## src/rtl/ct_had_ddc_pkg.sv

```systemverilog
// rtl/ct_had_ddc_pkg.sv - shared types and instruction constants for the HAD burst download channel
//
// Purpose: FSM state encoding and the fixed RISC-V instruction words injected
//          through the debug IR while draining the DDC data FIFO.
// Contents: ddc_state_e (3-bit), MV_X1, MV_X2, SD_X2_X1, SW_X2_X1,
//           ADDI_X1_4, ADDI_X1_8, store_insn(), incr_insn().

package ct_had_ddc_pkg;

   typedef enum logic [2:0] {
      DDC_IDLE  = 3'd0,
      DDC_ADDR  = 3'd1,
      DDC_DATA  = 3'd2,
      DDC_STORE = 3'd3,
      DDC_INCR  = 3'd4
   } ddc_state_e;

   // x1 holds the target address, x2 holds the data word; both are loaded
   // from WBBR by an "mv xN,xN" with the ffy transfer flag raised.
   localparam logic [31:0] MV_X1     = 32'h0000_8093;  // mv   x1,x1
   localparam logic [31:0] MV_X2     = 32'h0001_0113;  // mv   x2,x2
   localparam logic [31:0] SD_X2_X1  = 32'h0020_b023;  // sd   x2,0(x1)
   localparam logic [31:0] SW_X2_X1  = 32'h0020_a023;  // sw   x2,0(x1)
   localparam logic [31:0] ADDI_X1_4 = 32'h0040_8093;  // addi x1,x1,4
   localparam logic [31:0] ADDI_X1_8 = 32'h0080_8093;  // addi x1,x1,8

   function automatic logic [31:0] store_insn(input int dataw);
      return (dataw == 64) ? SD_X2_X1 : SW_X2_X1;
   endfunction

   function automatic logic [31:0] incr_insn(input int dataw);
      return (dataw == 64) ? ADDI_X1_8 : ADDI_X1_4;
   endfunction

endpackage

```

## src/rtl/ct_had_ddc_fifo.sv

```systemverilog
// rtl/ct_had_ddc_fifo.sv - small synchronous FIFO holding DDC data words
//
// Purpose: DEPTH-entry circular buffer with head-of-queue read, synchronous
//          flush and asynchronous active-low reset.
// Ports:
//   cpuclk, cpurst_b   clock, async active-low reset
//   flush              empties the FIFO on the next edge (wins over push/pop)
//   push, wdata        write request; accepted when not full or popping
//   pop                removes the head entry; ignored when empty
//   rdata              current head entry
//   full, empty, cnt   occupancy status

module ct_had_ddc_fifo #(
   parameter int WIDTH = 64,
   parameter int DEPTH = 4,
   localparam int PTRW = $clog2(DEPTH),
   localparam int CNTW = $clog2(DEPTH + 1)
) (
   input  logic             cpuclk,
   input  logic             cpurst_b,
   input  logic             flush,
   input  logic             push,
   input  logic [WIDTH-1:0] wdata,
   input  logic             pop,
   output logic [WIDTH-1:0] rdata,
   output logic             full,
   output logic             empty,
   output logic [CNTW-1:0]  cnt
);

   logic [WIDTH-1:0] mem [DEPTH];
   logic [PTRW-1:0]  rd_ptr;
   logic [PTRW-1:0]  wr_ptr;
   logic             do_push;
   logic             do_pop;

   assign empty   = (cnt == '0);
   assign full    = (cnt == CNTW'(DEPTH));
   assign do_pop  = pop & ~empty;
   // A full FIFO still takes a word when the head leaves in the same cycle.
   assign do_push = push & (~full | do_pop);
   assign rdata   = mem[rd_ptr];

   always_ff @(posedge cpuclk or negedge cpurst_b) begin
      if (!cpurst_b) begin
         rd_ptr <= '0;
         wr_ptr <= '0;
         cnt    <= '0;
      end else if (flush) begin
         rd_ptr <= '0;
         wr_ptr <= '0;
         cnt    <= '0;
      end else begin
         if (do_push) wr_ptr <= wr_ptr + PTRW'(1);
         if (do_pop)  rd_ptr <= rd_ptr + PTRW'(1);
         case ({do_push, do_pop})
            2'b10:   cnt <= cnt + CNTW'(1);
            2'b01:   cnt <= cnt - CNTW'(1);
            default: cnt <= cnt;
         endcase
      end
   end

   // Storage needs no reset: entries are only read once counted valid.
   always_ff @(posedge cpuclk) begin
      if (do_push && !flush) mem[wr_ptr] <= wdata;
   end

endmodule

```

## src/rtl/ct_had_ddc_burst.sv

```systemverilog
// rtl/ct_had_ddc_burst.sv - HAD debug download channel with burst data FIFO
//
// Purpose: JTAG loads DADDR once and streams DDATA words into a FIFO; an FSM
//          injects mv/mv/store/addi instructions through the debug IR and WBBR
//          to write each word to memory, advancing the address as it goes.
// Ports:
//   cpuclk, cpurst_b              clock, async active-low reset
//   x_sm_xx_update_dr_en          JTAG Update-DR pulse
//   ir_xx_daddr_reg_sel/ddata_reg_sel  scan register selects
//   ir_xx_wdata                   scan-chain data
//   had_ddc_en                    debug mode + DDC enabled; low aborts and flushes
//   ir_ddc_ack                    core finished the injected instruction
//   ddc_clr_err                   clears sticky ovf/aerr
//   ddc_regs_ir_vld/ir/wbbr/ffy   instruction-injection interface
//   ddc_regs_daddr                current address, zero-extended
//   ddc_busy, ddc_ovf, ddc_aerr, ddc_fifo_cnt  status

module ct_had_ddc_burst
   import ct_had_ddc_pkg::*;
#(
   parameter int DATAW    = 64,
   parameter int ADDRW    = 40,
   parameter int DEPTH    = 4,
   parameter int AUTO_INC = 1
) (
   input  logic                         cpuclk,
   input  logic                         cpurst_b,
   input  logic                         x_sm_xx_update_dr_en,
   input  logic                         ir_xx_daddr_reg_sel,
   input  logic                         ir_xx_ddata_reg_sel,
   input  logic [63:0]                  ir_xx_wdata,
   input  logic                         had_ddc_en,
   input  logic                         ir_ddc_ack,
   input  logic                         ddc_clr_err,
   output logic                         ddc_regs_ir_vld,
   output logic [31:0]                  ddc_regs_ir,
   output logic [63:0]                  ddc_regs_wbbr,
   output logic                         ddc_regs_ffy,
   output logic [63:0]                  ddc_regs_daddr,
   output logic                         ddc_busy,
   output logic                         ddc_ovf,
   output logic                         ddc_aerr,
   output logic [$clog2(DEPTH+1)-1:0]   ddc_fifo_cnt
);

   ddc_state_e        state_q;
   ddc_state_e        state_d;
   logic [ADDRW-1:0]  daddr_q;
   logic              addr_dirty_q;

   logic              ddata_wr;
   logic              daddr_wr;
   logic              daddr_ok;
   logic              ack_v;
   logic              fifo_pop;
   logic              fifo_full;
   logic              fifo_empty;
   logic [DATAW-1:0]  fifo_head;
   logic              addr_step;
   logic              addr_done;
   logic              ovf_set;
   logic              aerr_set;
   logic              unused_wdata;

   assign ddata_wr = x_sm_xx_update_dr_en & ir_xx_ddata_reg_sel;
   assign daddr_wr = x_sm_xx_update_dr_en & ir_xx_daddr_reg_sel;
   // DADDR may only move while nothing is queued against the old address.
   assign daddr_ok = daddr_wr & (state_q == DDC_IDLE) & fifo_empty;
   // Acks are meaningless once the channel has been disabled.
   assign ack_v    = ir_ddc_ack & had_ddc_en;
   assign ovf_set  = ddata_wr & fifo_full & ~fifo_pop;
   assign aerr_set = daddr_wr & ~daddr_ok;

   assign unused_wdata = ^ir_xx_wdata;

   ct_had_ddc_fifo #(
      .WIDTH (DATAW),
      .DEPTH (DEPTH)
   ) u_fifo (
      .cpuclk   (cpuclk),
      .cpurst_b (cpurst_b),
      .flush    (~had_ddc_en),
      .push     (ddata_wr),
      .wdata    (ir_xx_wdata[DATAW-1:0]),
      .pop      (fifo_pop),
      .rdata    (fifo_head),
      .full     (fifo_full),
      .empty    (fifo_empty),
      .cnt      (ddc_fifo_cnt)
   );

   always_ff @(posedge cpuclk or negedge cpurst_b) begin
      if (!cpurst_b) state_q <= DDC_IDLE;
      else           state_q <= state_d;
   end

   always_comb begin
      state_d       = state_q;
      ddc_regs_ir   = 32'h0;
      ddc_regs_wbbr = 64'h0;
      ddc_regs_ffy  = 1'b0;
      fifo_pop      = 1'b0;
      addr_step     = 1'b0;
      addr_done     = 1'b0;
      case (state_q)
         DDC_IDLE: begin
            if (had_ddc_en && !fifo_empty)
               state_d = addr_dirty_q ? DDC_ADDR : DDC_DATA;
         end
         DDC_ADDR: begin
            ddc_regs_ir   = MV_X1;
            ddc_regs_wbbr = 64'(daddr_q);
            ddc_regs_ffy  = 1'b1;
            if (ack_v) begin
               state_d   = DDC_DATA;
               addr_done = 1'b1;
            end
         end
         DDC_DATA: begin
            ddc_regs_ir   = MV_X2;
            ddc_regs_wbbr = 64'(fifo_head);
            ddc_regs_ffy  = 1'b1;
            if (ack_v) state_d = DDC_STORE;
         end
         DDC_STORE: begin
            ddc_regs_ir = store_insn(DATAW);
            if (ack_v) begin
               fifo_pop = 1'b1;
               state_d  = (AUTO_INC != 0) ? DDC_INCR : DDC_IDLE;
            end
         end
         DDC_INCR: begin
            ddc_regs_ir = incr_insn(DATAW);
            if (ack_v) begin
               addr_step = 1'b1;
               state_d   = DDC_IDLE;
            end
         end
         default: state_d = DDC_IDLE;
      endcase
      if (!had_ddc_en) state_d = DDC_IDLE;
   end

   // x1 in the core may have been clobbered while the channel was disabled,
   // so the next burst must reload it.
   always_ff @(posedge cpuclk or negedge cpurst_b) begin
      if (!cpurst_b) begin
         daddr_q      <= '0;
         addr_dirty_q <= 1'b1;
      end else begin
         if (daddr_ok)
            daddr_q <= ir_xx_wdata[ADDRW-1:0];
         else if (addr_step)
            daddr_q <= daddr_q + ADDRW'(DATAW / 8);

         if (!had_ddc_en || daddr_ok)
            addr_dirty_q <= 1'b1;
         else if (addr_done)
            addr_dirty_q <= 1'b0;
      end
   end

   // Sticky errors: a set in the same cycle as a clear wins.
   always_ff @(posedge cpuclk or negedge cpurst_b) begin
      if (!cpurst_b) begin
         ddc_ovf  <= 1'b0;
         ddc_aerr <= 1'b0;
      end else begin
         ddc_ovf  <= ovf_set  | (ddc_ovf  & ~ddc_clr_err);
         ddc_aerr <= aerr_set | (ddc_aerr & ~ddc_clr_err);
      end
   end

   assign ddc_regs_ir_vld = (state_q != DDC_IDLE);
   assign ddc_regs_daddr  = 64'(daddr_q);
   assign ddc_busy        = (state_q != DDC_IDLE) | (ddc_fifo_cnt != '0);

endmodule

```

## config.mk

```make
export PLATFORM = sky130hd
export DESIGN_NAME = ct_had_ddc_burst
export DESIGN_NICKNAME = d
export VERILOG_FILES = /design/src/rtl/ct_had_ddc_pkg.sv /design/src/rtl/ct_had_ddc_fifo.sv /design/src/rtl/ct_had_ddc_burst.sv
export SDC_FILE = /design/constraint.sdc
export NUM_CORES = 1
export LEC_CHECK = 0
export ABC_AREA = 1
export BUFFER_PORTS_ARGS = -buffer_cell sky130_fd_sc_hd__buf_2
export CAP_MARGIN = 30
export CORE_ASPECT_RATIO = 1.1
export CORE_MARGIN = 2
export CORE_UTILIZATION = 61
export DETAILED_ROUTE_END_ITERATION = 16
export MAX_ROUTING_LAYER = met4
export PLACE_DENSITY = 0.89
export SLEW_MARGIN = 20
export SYNTH_ARGS = -nofsm -noshare
export SYNTH_HDL_FRONTEND = slang
export SYNTH_SLANG_ARGS = --single-unit
```

## constraint.sdc

```tcl
create_clock -name cpuclk -period 10.75 [get_ports cpuclk]
set_input_delay 2.15 -clock cpuclk [delete_from_list [all_inputs] [get_ports cpuclk]]
set_output_delay 2.15 -clock cpuclk [all_outputs]
set_load 0.005 [all_outputs]
```

**After elaboration in Yosys (flattened, before gate mapping)**

Memory sizes are Yosys's and may differ from the RTL's.
Cells that the tools add are included.

- Output and inout port bits: 168
- Logic and storage cells: 90
- Input bits: 72
- Flip-flop bits (word level): 53
- Memory bits (writable): 256
- Memories kept: 1

- Equality and inequality tests: 15
- Muxes and demuxes: 27
- Reductions and logical operators: 13
- Add/subtract/negate cells: 5
- Bitwise gates (word level): 21

Memories:

| name | depth | bits a word | read ports | clocked after Yosys merged registers in | wr ports | line | source |
|---|---|---|---|---|---|---|---|
| u_fifo.mem | 4 | 64 | 1 | 0 | 1 | ct_had_ddc_fifo.sv:31 | `logic [WIDTH-1:0] mem [DEPTH];` |

Operators with widths:

| kind | count |
|---|---|
| case mux 64 bit (2 select lines) | 1 |
| case mux 24 bit (4 select lines) | 1 |
| 2-to-1 mux 40 bit | 2 |
| adder 40 x 4 -> 40 bit (second input constant) | 1 |
| 2-to-1 mux 3 bit | 7 |
| case mux 3 bit (5 select lines) | 1 |
| AND 1 bit | 12 |
| inequality test 3 bit (second input constant) | 4 |
| 2-to-1 mux 2 bit | 5 |
| 2-to-1 mux 1 bit | 9 |
| == test 3 x 2 -> 1 bit (second input constant) | 2 |
| == test 3 bit (second input constant) | 2 |
| logical NOT 3 bit | 2 |
| case mux 3 bit (2 select lines) | 1 |
| nonzero test 3 bit | 2 |
| NOT 1 bit | 5 |
| AND reduction 5 bit | 1 |
| adder 2 x 1 -> 2 bit (second input constant) | 2 |
| inequality test 2 x 1 -> 1 bit (second input constant) | 2 |
| bitwise OR 1 bit | 4 |
| nonzero test 2 bit | 2 |
| adder 3 x 1 -> 3 bit (second input constant) | 1 |
| == test 3 x 1 -> 1 bit (second input constant) | 1 |
| inequality test 3 x 1 -> 1 bit (second input constant) | 1 |
| other kinds (8) | 10 |

**Longest topological paths before layout**

Gate-level depths: netlist of run 1.

- Depth in word-level cells: 9
- Mapped depth: 10
- Gate-level depth less buffers: 10

**By module**

A second synthesis of run 1 with hierarchy kept.

- Cell total of the unflattened synthesis: 1382
- Area, all modules: 14167.3 um2

By module, submodules not included:

| module | seq. area each (um2) | times used | area an instance (um2) | cells an instance |
|---|---|---|---|---|
| ct_had_ddc_fifo | 7862.5 | 1 | 9964.6 | 687 |
| ct_had_ddc_burst | 1152.4 | 1 | 4202.8 | 695 |

**Worst setup path after synthesis of run 1**

Ideal clock, no wire load.

- Kind: input to register
- Start point: input port ir_ddc_ack
- End point: memory u_fifo.mem[0][0] (enable)
- Library setup time: 0.487 ns
- Arrival: 5.383 ns
- Required time: 10.263 ns
- Buffers on the path: 0
- Path slack: 4.880 ns
- Stages: 6
- Cells stage by stage: nand2_1 -> inv_1 -> nand2_1 -> nand4_1 -> nand3_1 -> nor2_1

- Word-level cells in the longest chain between the ends: 9

Ends and longest elaborated chain:

| item | line | source |
|---|---|---|
| start, declared | ct_had_ddc_burst.sv:33 | `input logic ir_ddc_ack,` |
| AND 1 bit | ct_had_ddc_burst.sv:70 | `assign ack_v = ir_ddc_ack & had_ddc_en;` |
| 2-to-1 mux 1 bit | ct_had_ddc_burst.sv:127 | `if (ack_v) begin` |
| 2-to-1 mux 1 bit | ct_had_ddc_burst.sv:105 | `case (state_q)` |
| AND 1 bit | ct_had_ddc_fifo.sv:39 | `assign do_pop = pop & ~empty;` |
| bitwise OR 1 bit | ct_had_ddc_fifo.sv:41 | `assign do_push = push & (~full \| do_pop);` |
| AND 1 bit | ct_had_ddc_fifo.sv:41 |  |
| logical AND 1 bit | ct_had_ddc_fifo.sv:66 | `if (do_push && !flush) mem[wr_ptr] <= wdata;` |
| 2-to-1 mux 1 bit | ct_had_ddc_fifo.sv:66 |  |
| 2-to-1 mux 1 bit (implied by the code) | ct_had_ddc_fifo.sv:66 |  |
| end, declared | ct_had_ddc_fifo.sv:31 |  |

Every way passes these cells.

**Final worst setup path of run 1**

- Start point: register u_fifo.rd_ptr[0]
- End point: output port ddc_regs_wbbr[53]

- Word-level cells in the longest chain between the ends: 2

Ends and longest elaborated chain:

| item | line | source |
|---|---|---|
| start, declared | ct_had_ddc_fifo.sv:32 | `logic [PTRW-1:0] rd_ptr;` |
| start signal, assigned | ct_had_ddc_fifo.sv:55 | `if (do_pop) rd_ptr <= rd_ptr + PTRW'(1);` |
| memory (4 x 64 bit) | - |  |
| case mux 64 bit (2 select lines) | ct_had_ddc_burst.sv:105 |  |
| end, declared | ct_had_ddc_burst.sv:37 | `output logic [63:0] ddc_regs_wbbr,` |

Every way passes these cells.

==> flow_metrics.py, run 1 <==
metrics = {
    "floorplan": {
        "placementRows": 58,
        "start_util_pct": 62.1,
        "dieWidth_um": 150,
        "io_pins": 240,
        "die_area_sq_mm": 0.0246,
        "coreArea_sq_mm": 0.0229,
        "fp.dieH_um": 164,
    },
    "sta": {
        "slew_violations": 0,
        "skew_ns": 0.0185,
        "max_freq_ghz": 0.189,
        "fin_tns_setup_ns": 0,
        "rsz0062_at_grt": "no",
        "hold_viol": 0,
        "layout_setup_ws_ns": 5.46,
        "worst_pin_slew_ns": 0.983,
        "relSlewSlack_pct": 34.5,
        "timing.final.crit_share_pct": 49.2,
        "setup_viol": 0,
        "period_needed_ns": 5.29,
    },
    "run": {
        "maxCapViolCount": 0,
    },
    "synthesis": {
        "synth.distinct_cells": 35,
        "netlist_instances": 1431,
        "synth_top_area_share_pct": 54.0,
        "syn_area_per_cell_sq_um": 9.96,
        "synth_area_sq_mm": 0.0142,
        "yosysWarnings": 0,
        "yosysSeqAreaShare_pct": 63.3,
        "synth_area_leader_cell": "edfxtp_1",
        "synth_area_leaders": "edfxtp_1 (54%), dfrtp_1 (9.1%), nand2_1 (6.9%), o21ai_0 (5.2%), nor2_1 (5.1%)",
        "ys_ff_latch": 309,
    },
    "global_routing": {
        "overflow": 0,
        "grt_pass1_vias": 10700,
        "gr-usage-met1_pct": 40.8,
        "groute.usage.overall_pct": 31.9,
        "busiest_layer": "met2",
        "grt_use_met3_pct": 4.44,
        "antenna_found_initial": 3,
        "grt_max_degree": 90,
        "grt_pass1_wl_um": 58400,
        "grtUsageMet2_pct": 52.4,
    },
    "place": {
        "dpl_worst_slack_ns": 5.30,
        "gp_congestion": 0.960,
        "dp_cells": 1865,
        "post_dp_cell_area_sq_mm": 0.0152,
        "dp.final_hpwl_um": 23600,
        "numPortBuffers": 195,
    },
    "clock_tree": {
        "ctsHoldBuffers": 0,
        "cts_setup_buffers": 0,
        "clockRootBuffer": "clkbuf_16",
        "worstSkewPairLatency_ns": 0.56,
        "cts.sinks": 309,
        "clkSlewWorstSetupHoldPaths_ns": 0.07,
        "cts_tree": "yes",
        "clock_path_buffers": 3,
        "cts_resized": 0,
        "numCtsBuffers": 30,
        "h-tree-depth": 1,
    },
    "pwr": {
        "p_total_mw": 3.42,
        "leakage_nw": 6.72,
        "power.density_mw_per_mm2": 210,
        "peakVddDrop_mv": 0.171,
    },
    "critical_path": {
        "criticalPathCategory": "reg2out",
        "arrival_ns": 3.14,
        "r2r-start": "state_q[2]$_DFFE_PN0P_",
        "cp-end-kind": "output pin",
        "crit_fanout": 61,
        "critPathLaunchType": "register",
        "cp-startpoint": "u_fifo.rd_ptr[0]$_DFFE_PN0P_",
        "cp_data_required_time_ns": 8.60,
    },
    "routing": {
        "wirelength_um": 38500,
        "remaining_drc_errors": 0,
        "first_pass_iters": 6,
        "drt_iter0_markers": 1537,
        "antenna_left": 0,
        "route.detailed.wl_per_inst_um": 20.0,
        "vias_per_cell": 5.93,
        "vias": 11400,
    },
    "final_layout": {
        "drive_gt1_share_pct": 18.0,
        "area_growth_syn_to_layout_pct": 14.3,
        "fin_area_sq_mm": 0.0163,
        "final_cell_count_no_fill": 1926,
        "nNetsFinal": 1676,
    },
    "hold_path": {
        "min-delay-path-class": "reg2reg",
        "min_from": "daddr_q[0]$_DFFE_PN0P_",
    },
    "status": {
        "status": "complete, no violations",
    },
}
[cell type report]
type	instances	area [sq um]
antenna	4	10.0
clock buffer	38	801
clock inverter	18	230
fill	1549	6650
inverter	114	429
multi-input combinational	935	4320
sequential	309	9020
tap	300	375
timing repair buffer	208	1090
[registers in the layout, indices dropped and copies added (netlist names)]
register,count
u_fifo.mem,256
daddr_q,40
state_q,3
u_fifo.cnt,3
u_fifo.rd_ptr,2
u_fifo.wr_ptr,2
addr_dirty_q,1
ddc_aerr,1
ddc_ovf,1
[placed cells by master (no fill, tap or decap), types with 6 or more instances in the layout]
cell / Yosys / layout
buf_2: 27 / 195
clkinv_2: 0 / 7
a21oi_1: 83 / 83
nand2_2: 6 / 6
nor2_1: 192 / 187
nor2_4: 4 / 9
conb_1: 1 / 44
edfxtp_1: 256 / 256
dfrtp_1: 52 / 51
o21ai_1: 8 / 8
a32o_1: 9 / 9
nor2_2: 7 / 7
clkbuf_1: 28 / 6
o22ai_1: 9 / 9
inv_1: 106 / 106
inv_2: 7 / 7
nor3_1: 7 / 7
o211ai_1: 6 / 6
nand4_1: 12 / 12
nand3_1: 120 / 120
o21ai_0: 147 / 147
clkbuf_16: 0 / 30
nand2_1: 263 / 263
buf_4: 53 / 11
[where the power goes]
group | internal (mW) | switching, mW
registers | 1.38 | 0.141
logic | 0.277 | 0.531
clock network | 0.647 | 0.445
total | 2.31 | 1.12
[metal layers]
metal  vias to the layer above  routed length [um]
met4                         0                1550
met1                      5331               13700
met2                       835               19200
met5                         -                   0
met3                       121                4070
li1                       5137                   -
[stage by stage]
stage	hold slack [ns]	util [%]
after floorplan	0.480	-
after global placement	0.496	66.3
after detailed placement	0.503	66.4
after CTS	0.520	70.9
after global routing	0.544	71.0
final	0.520	71.0
[worst max-delay path, stage by stage, from the launching register on]
cell and delay [ns]:
dfrtp_4 0.81, buf_4 0.60, buf_12 0.32, nor2_1 0.12, nor2_1 0.16, o21ai_0 0.15, a21oi_1 0.24, buf_2 0.15
[cells by family (layout without fill, tap and decap cells)]
family,Yosys count,after routing,synth area share [%]
flip-flops,309,309,63.3
buffers and inverters,230,378,7.80
other,1,48,0.0263
AO/OA/AOI/OAI,265,265,9.88
adder cells (fa/ha/maj),6,6,0.580
AND/OR/NAND/NOR,616,616,18.2
XOR/XNOR,4,4,0.246
[path summary, 6_finish.rpt]
| check | slack, ns | cells after the start | to |
|---|---|---|---|
| worst max-delay path | 5.46 | 7 | ddc_regs_wbbr[53] |
| worst min-delay path | 0.52 | 2 | daddr_q[0]$_DFFE_PN0P_ |
| worst max register to register | 7.39 | 8 | u_fifo.mem[0][20]$_DFFE_PP_ |
| worst min register to register | 0.52 | 2 | daddr_q[0]$_DFFE_PN0P_ |
| max in group asynchronous | 8.38 | 2 | u_fifo.rd_ptr[0]$_DFFE_PN0P_ |
| min in group asynchronous | 1.77 | 2 | daddr_q[38]$_DFFE_PN0P_ |
[cells in the mapped netlist, drive strengths merged]
| cell | instances |
|---|---|
| nand3 | 123 |
| fa | 1 |
| nand2 | 269 |
| a32o | 9 |
| o31ai | 1 |
| clkinv | 1 |
| o2111ai | 1 |
| edfxtp | 256 |
| o211ai | 6 |
| nand4 | 12 |
| inv | 113 |
| a21oi | 84 |
| nand3b | 1 |
| buf | 88 |
| clkbuf | 28 |
| nor2 | 203 |
| conb | 1 |
| dfrtp | 52 |
| xor2 | 4 |
| nor3 | 8 |
| dfstp | 1 |
| o22ai | 9 |
| o21ai | 155 |
| ha | 5 |
Note: power is estimated with default switching activity, not from simulation.
==> inputs of run 2 (changes only) <==
--- a/config.mk
+++ b/config.mk
@@ -5,15 +5,15 @@
 export SDC_FILE = /design/constraint.sdc
 export NUM_CORES = 1
 export LEC_CHECK = 0
-export ABC_AREA = 1
+export ABC_AREA = 0
 export BUFFER_PORTS_ARGS = -buffer_cell sky130_fd_sc_hd__buf_2
 export CAP_MARGIN = 30
 export CORE_ASPECT_RATIO = 1.1
 export CORE_MARGIN = 2
-export CORE_UTILIZATION = 61
+export CORE_UTILIZATION = 50
 export DETAILED_ROUTE_END_ITERATION = 16
 export MAX_ROUTING_LAYER = met4
-export PLACE_DENSITY = 0.89
+export PLACE_DENSITY = 0.79
 export SLEW_MARGIN = 20
 export SYNTH_ARGS = -nofsm -noshare
 export SYNTH_HDL_FRONTEND = slang
==> constraint.sdc (replaced) <==
create_clock -name cpuclk -period 4.6 [get_ports cpuclk]
set_input_delay 0.92 -clock cpuclk [delete_from_list [all_inputs] [get_ports cpuclk]]
set_output_delay 0.92 -clock cpuclk [all_outputs]
set_load 0.005 [all_outputs]
==> run 2 against run 1 <==
  * Cell area shrank 5.0%
  * Clock skew is 0.0036 ns lower
  * Routed wire length shrank 19%
==> flow_metrics.py, run 2 <==
metrics = {
    "pwr": {
        "peakVddDrop_mv": 0.359,
        "power.density_mw_per_mm2": 483,
        "p_total_mw": 7.46,
        "leakage_nw": 5.62,
    },
    "sta": {
        "relSlewSlack_pct": 49.1,
        "hold_viol": 0,
        "fin_tns_setup_ns": 0,
        "timing.final.crit_share_pct": 80.3,
        "layout_setup_ws_ns": 0.908,
        "slew_violations": 0,
        "worst_pin_slew_ns": 0.762,
        "max_freq_ghz": 0.271,
        "rsz0062_at_grt": "no",
        "whs_ns": 0.357,
        "skew_ns": 0.0149,
        "setup_viol": 0,
        "period_needed_ns": 3.69,
    },
    "critical_path": {
        "critPathLaunchType": "register",
        "crit_fanout": 35,
        "cp_data_required_time_ns": 3.68,
        "arrival_ns": 2.77,
        "criticalPathCategory": "reg2out",
        "cp-end-kind": "output pin",
    },
    "final_layout": {
        "layout_commonest_cell": "edfxtp_1",
        "largest_register": "u_fifo.mem",
        "area_growth_syn_to_layout_pct": 17.4,
        "regArea_sq_mm": 0.00902,
        "drive_gt1_share_pct": 31.8,
        "finish.utilization_pct": 59.5,
        "top_regs": "u_fifo.mem x256, daddr_q x40",
        "multi_input_area_sq_mm": 0.00378,
        "layout_common_cells": "edfxtp_1 (256), buf_2 (195), nand2_1 (68)",
        "largest_reg_flops": 256,
        "num-fill-cells": 2001,
        "nNetsFinal": 1092,
    },
    "floorplan": {
        "start_util_pct": 50.7,
        "dieWidth_um": 159,
        "die_area_sq_mm": 0.0277,
        "placementRows": 62,
        "coreArea_sq_mm": 0.0260,
        "fp.dieH_um": 174,
        "io_pins": 240,
    },
    "routing": {
        "wirelength_um": 31400,
        "first_pass_iters": 7,
        "antenna_left": 0,
        "vias": 8002,
        "vias_per_cell": 5.72,
        "drt_iter0_markers": 812,
        "route.detailed.wl_per_inst_um": 22.4,
        "remaining_drc_errors": 0,
    },
    "synthesis": {
        "synth_adder_area_share_pct": 0.627,
        "ys_ff_latch": 309,
        "yosysMostFrequentCell": "edfxtp_1",
        "yosysSeqAreaShare_pct": 68.4,
        "synth_area_leaders": "edfxtp_1 (58%), mux4_2 (11%), dfrtp_1 (9.9%), buf_4 (2.8%), a22o_1 (2.3%)",
        "synth_common_cells": "edfxtp_1 (256), nand2_1 (68), mux4_2 (64)",
        "synthSimpleGateAreaFrac_pct": 8.16,
        "synth_area_leader_cell": "edfxtp_1",
        "synth_edf_count": 256,
        "synthMuxAreaShare_pct": 11.0,
        "syn_area_per_cell_sq_um": 16.0,
        "synth_top_area_share_pct": 58.3,
        "synth.distinct_cells": 50,
        "netlist_instances": 823,
        "synth_compound_area_share_pct": 5.09,
        "yosysWarnings": 0,
        "async_flop_share_pct": 17.2,
        "synth-main-ff-cell": "edfxtp_1",
        "synth_area_sq_mm": 0.0132,
        "synth_top_family_by_area": "multiplexers",
        "synthXorXnorAreaFrac_pct": 2.19,
    },
    "place": {
        "numPortBuffers": 195,
        "gp_congestion": 0.841,
        "dp.final_hpwl_um": 20500,
        "dpl_worst_slack_ns": 1.01,
    },
    "clock_tree": {
        "worstSkewPairLatency_ns": 0.56,
        "cts_setup_buffers": 0,
        "clockRootBuffer": "clkbuf_16",
        "numCtsBuffers": 30,
        "cts.sinks": 309,
        "clock_path_buffers": 3,
        "ctsHoldBuffers": 0,
        "cts_tree": "yes",
        "cts_resized": 0,
        "clkSlewWorstSetupHoldPaths_ns": 0.06,
        "h-tree-depth": 1,
    },
    "global_routing": {
        "groute.usage.overall_pct": 23.5,
        "antenna_found_initial": 5,
        "grt_pass1_vias": 7964,
        "grt_max_degree": 69,
        "grt_pass1_wl_um": 47900,
        "overflow": 0,
    },
    "status": {
        "status": "complete, no violations",
    },
    "hold_path": {
        "min-delay-path-class": "in2async",
    },
    "run": {
        "maxCapViolCount": 0,
    },
}
==> run 2: changes by cell type in the layout (fill, tap and decap cells not counted), moves of 64 or more <==
cell / before / now
o21ai_0: 147 / 38
nand3_1: 120 / 21
nand2_1: 263 / 68
nor2_1: 187 / 14
a21oi_1: 83 / 6
inv_1: 106 / 13
mux4_2: 0 / 64
==> run 2: kinds of logic after synthesis <==
logic type,after synthesis
AOI/OAI and AO/OA,97
xor gates and xnor gates,33
adders and majority gates,6
buffers and inverters,105
DFF,309
muxes,65
other,1
and+or+nand+nor,207
==> run 2: final timing paths <==
| kind | start | endpoint | slack, ns | depth (start not counted) |
|---|---|---|---|---|
| hold reg to reg | daddr_q[2]$_DFFE_PN0P_ | daddr_q[2]$_DFFE_PN0P_ | 0.51 | 2 |
| setup / recovery | u_fifo.rd_ptr[0]$_DFFE_PN0P_ | ddc_regs_wbbr[36] | 0.91 | 5 |
| setup reg to reg | state_q[1]$_DFFE_PN0P_ | u_fifo.mem[0][10]$_DFFE_PP_ | 1.70 | 5 |
| min in group cpuclk | daddr_q[2]$_DFFE_PN0P_ | daddr_q[2]$_DFFE_PN0P_ | 0.51 | 2 |
| max in group asynchronous | cpurst_b | u_fifo.rd_ptr[1]$_DFFE_PN0P_ | 3.39 | 2 |
| hold / removal | cpurst_b | daddr_q[1]$_DFFE_PN0P_ | 0.36 | 1 |
==> run 2: worst max-delay path: stages, from the launching register on <==
cell and delay, ns:
dfrtp_4 0.89, buf_12 0.37, mux4_2 0.55, nand2_1 0.07, o21ai_0 0.13, buf_2 0.16
==> run 2: cell type report <==
class                   count  share of cell area (%)
flip-flops and latches    309                    58.4
multi-input cells         452                    24.5
repair buffers            208                    7.70
clock buffers              42                    5.41
well taps                 352                    2.85
clock inverters            13                   0.761
inverters                  13                   0.316
diodes                      9                   0.146
==> run 2: report_power, final <==
group | internal (mW) | switching (mW) | leakage, nW
registers | 3.24 | 0.389 | 2.97
clock network | 1.37 | 0.998 | 0.468
logic | 0.672 | 0.787 | 2.18
==> run 2: layer usage <==
metal	global-route usage, %	part of all wire (%)	up-vias
met2	36.8	48	418
met5	-	0	-
met1	31.7	42	4024
met4	6.23	2.2	0
li1	-	-	3501
met3	4.99	8.3	59
==> run 2: per-stage QoR <==
step / std cells / area, sq um
floorplan: 866 / 13300
global placement: 1330 / 14400
detailed placement: 1332 / 14400
CTS: 1387 / 15400
global route: 1398 / 15500
finish: 1398 / 15500
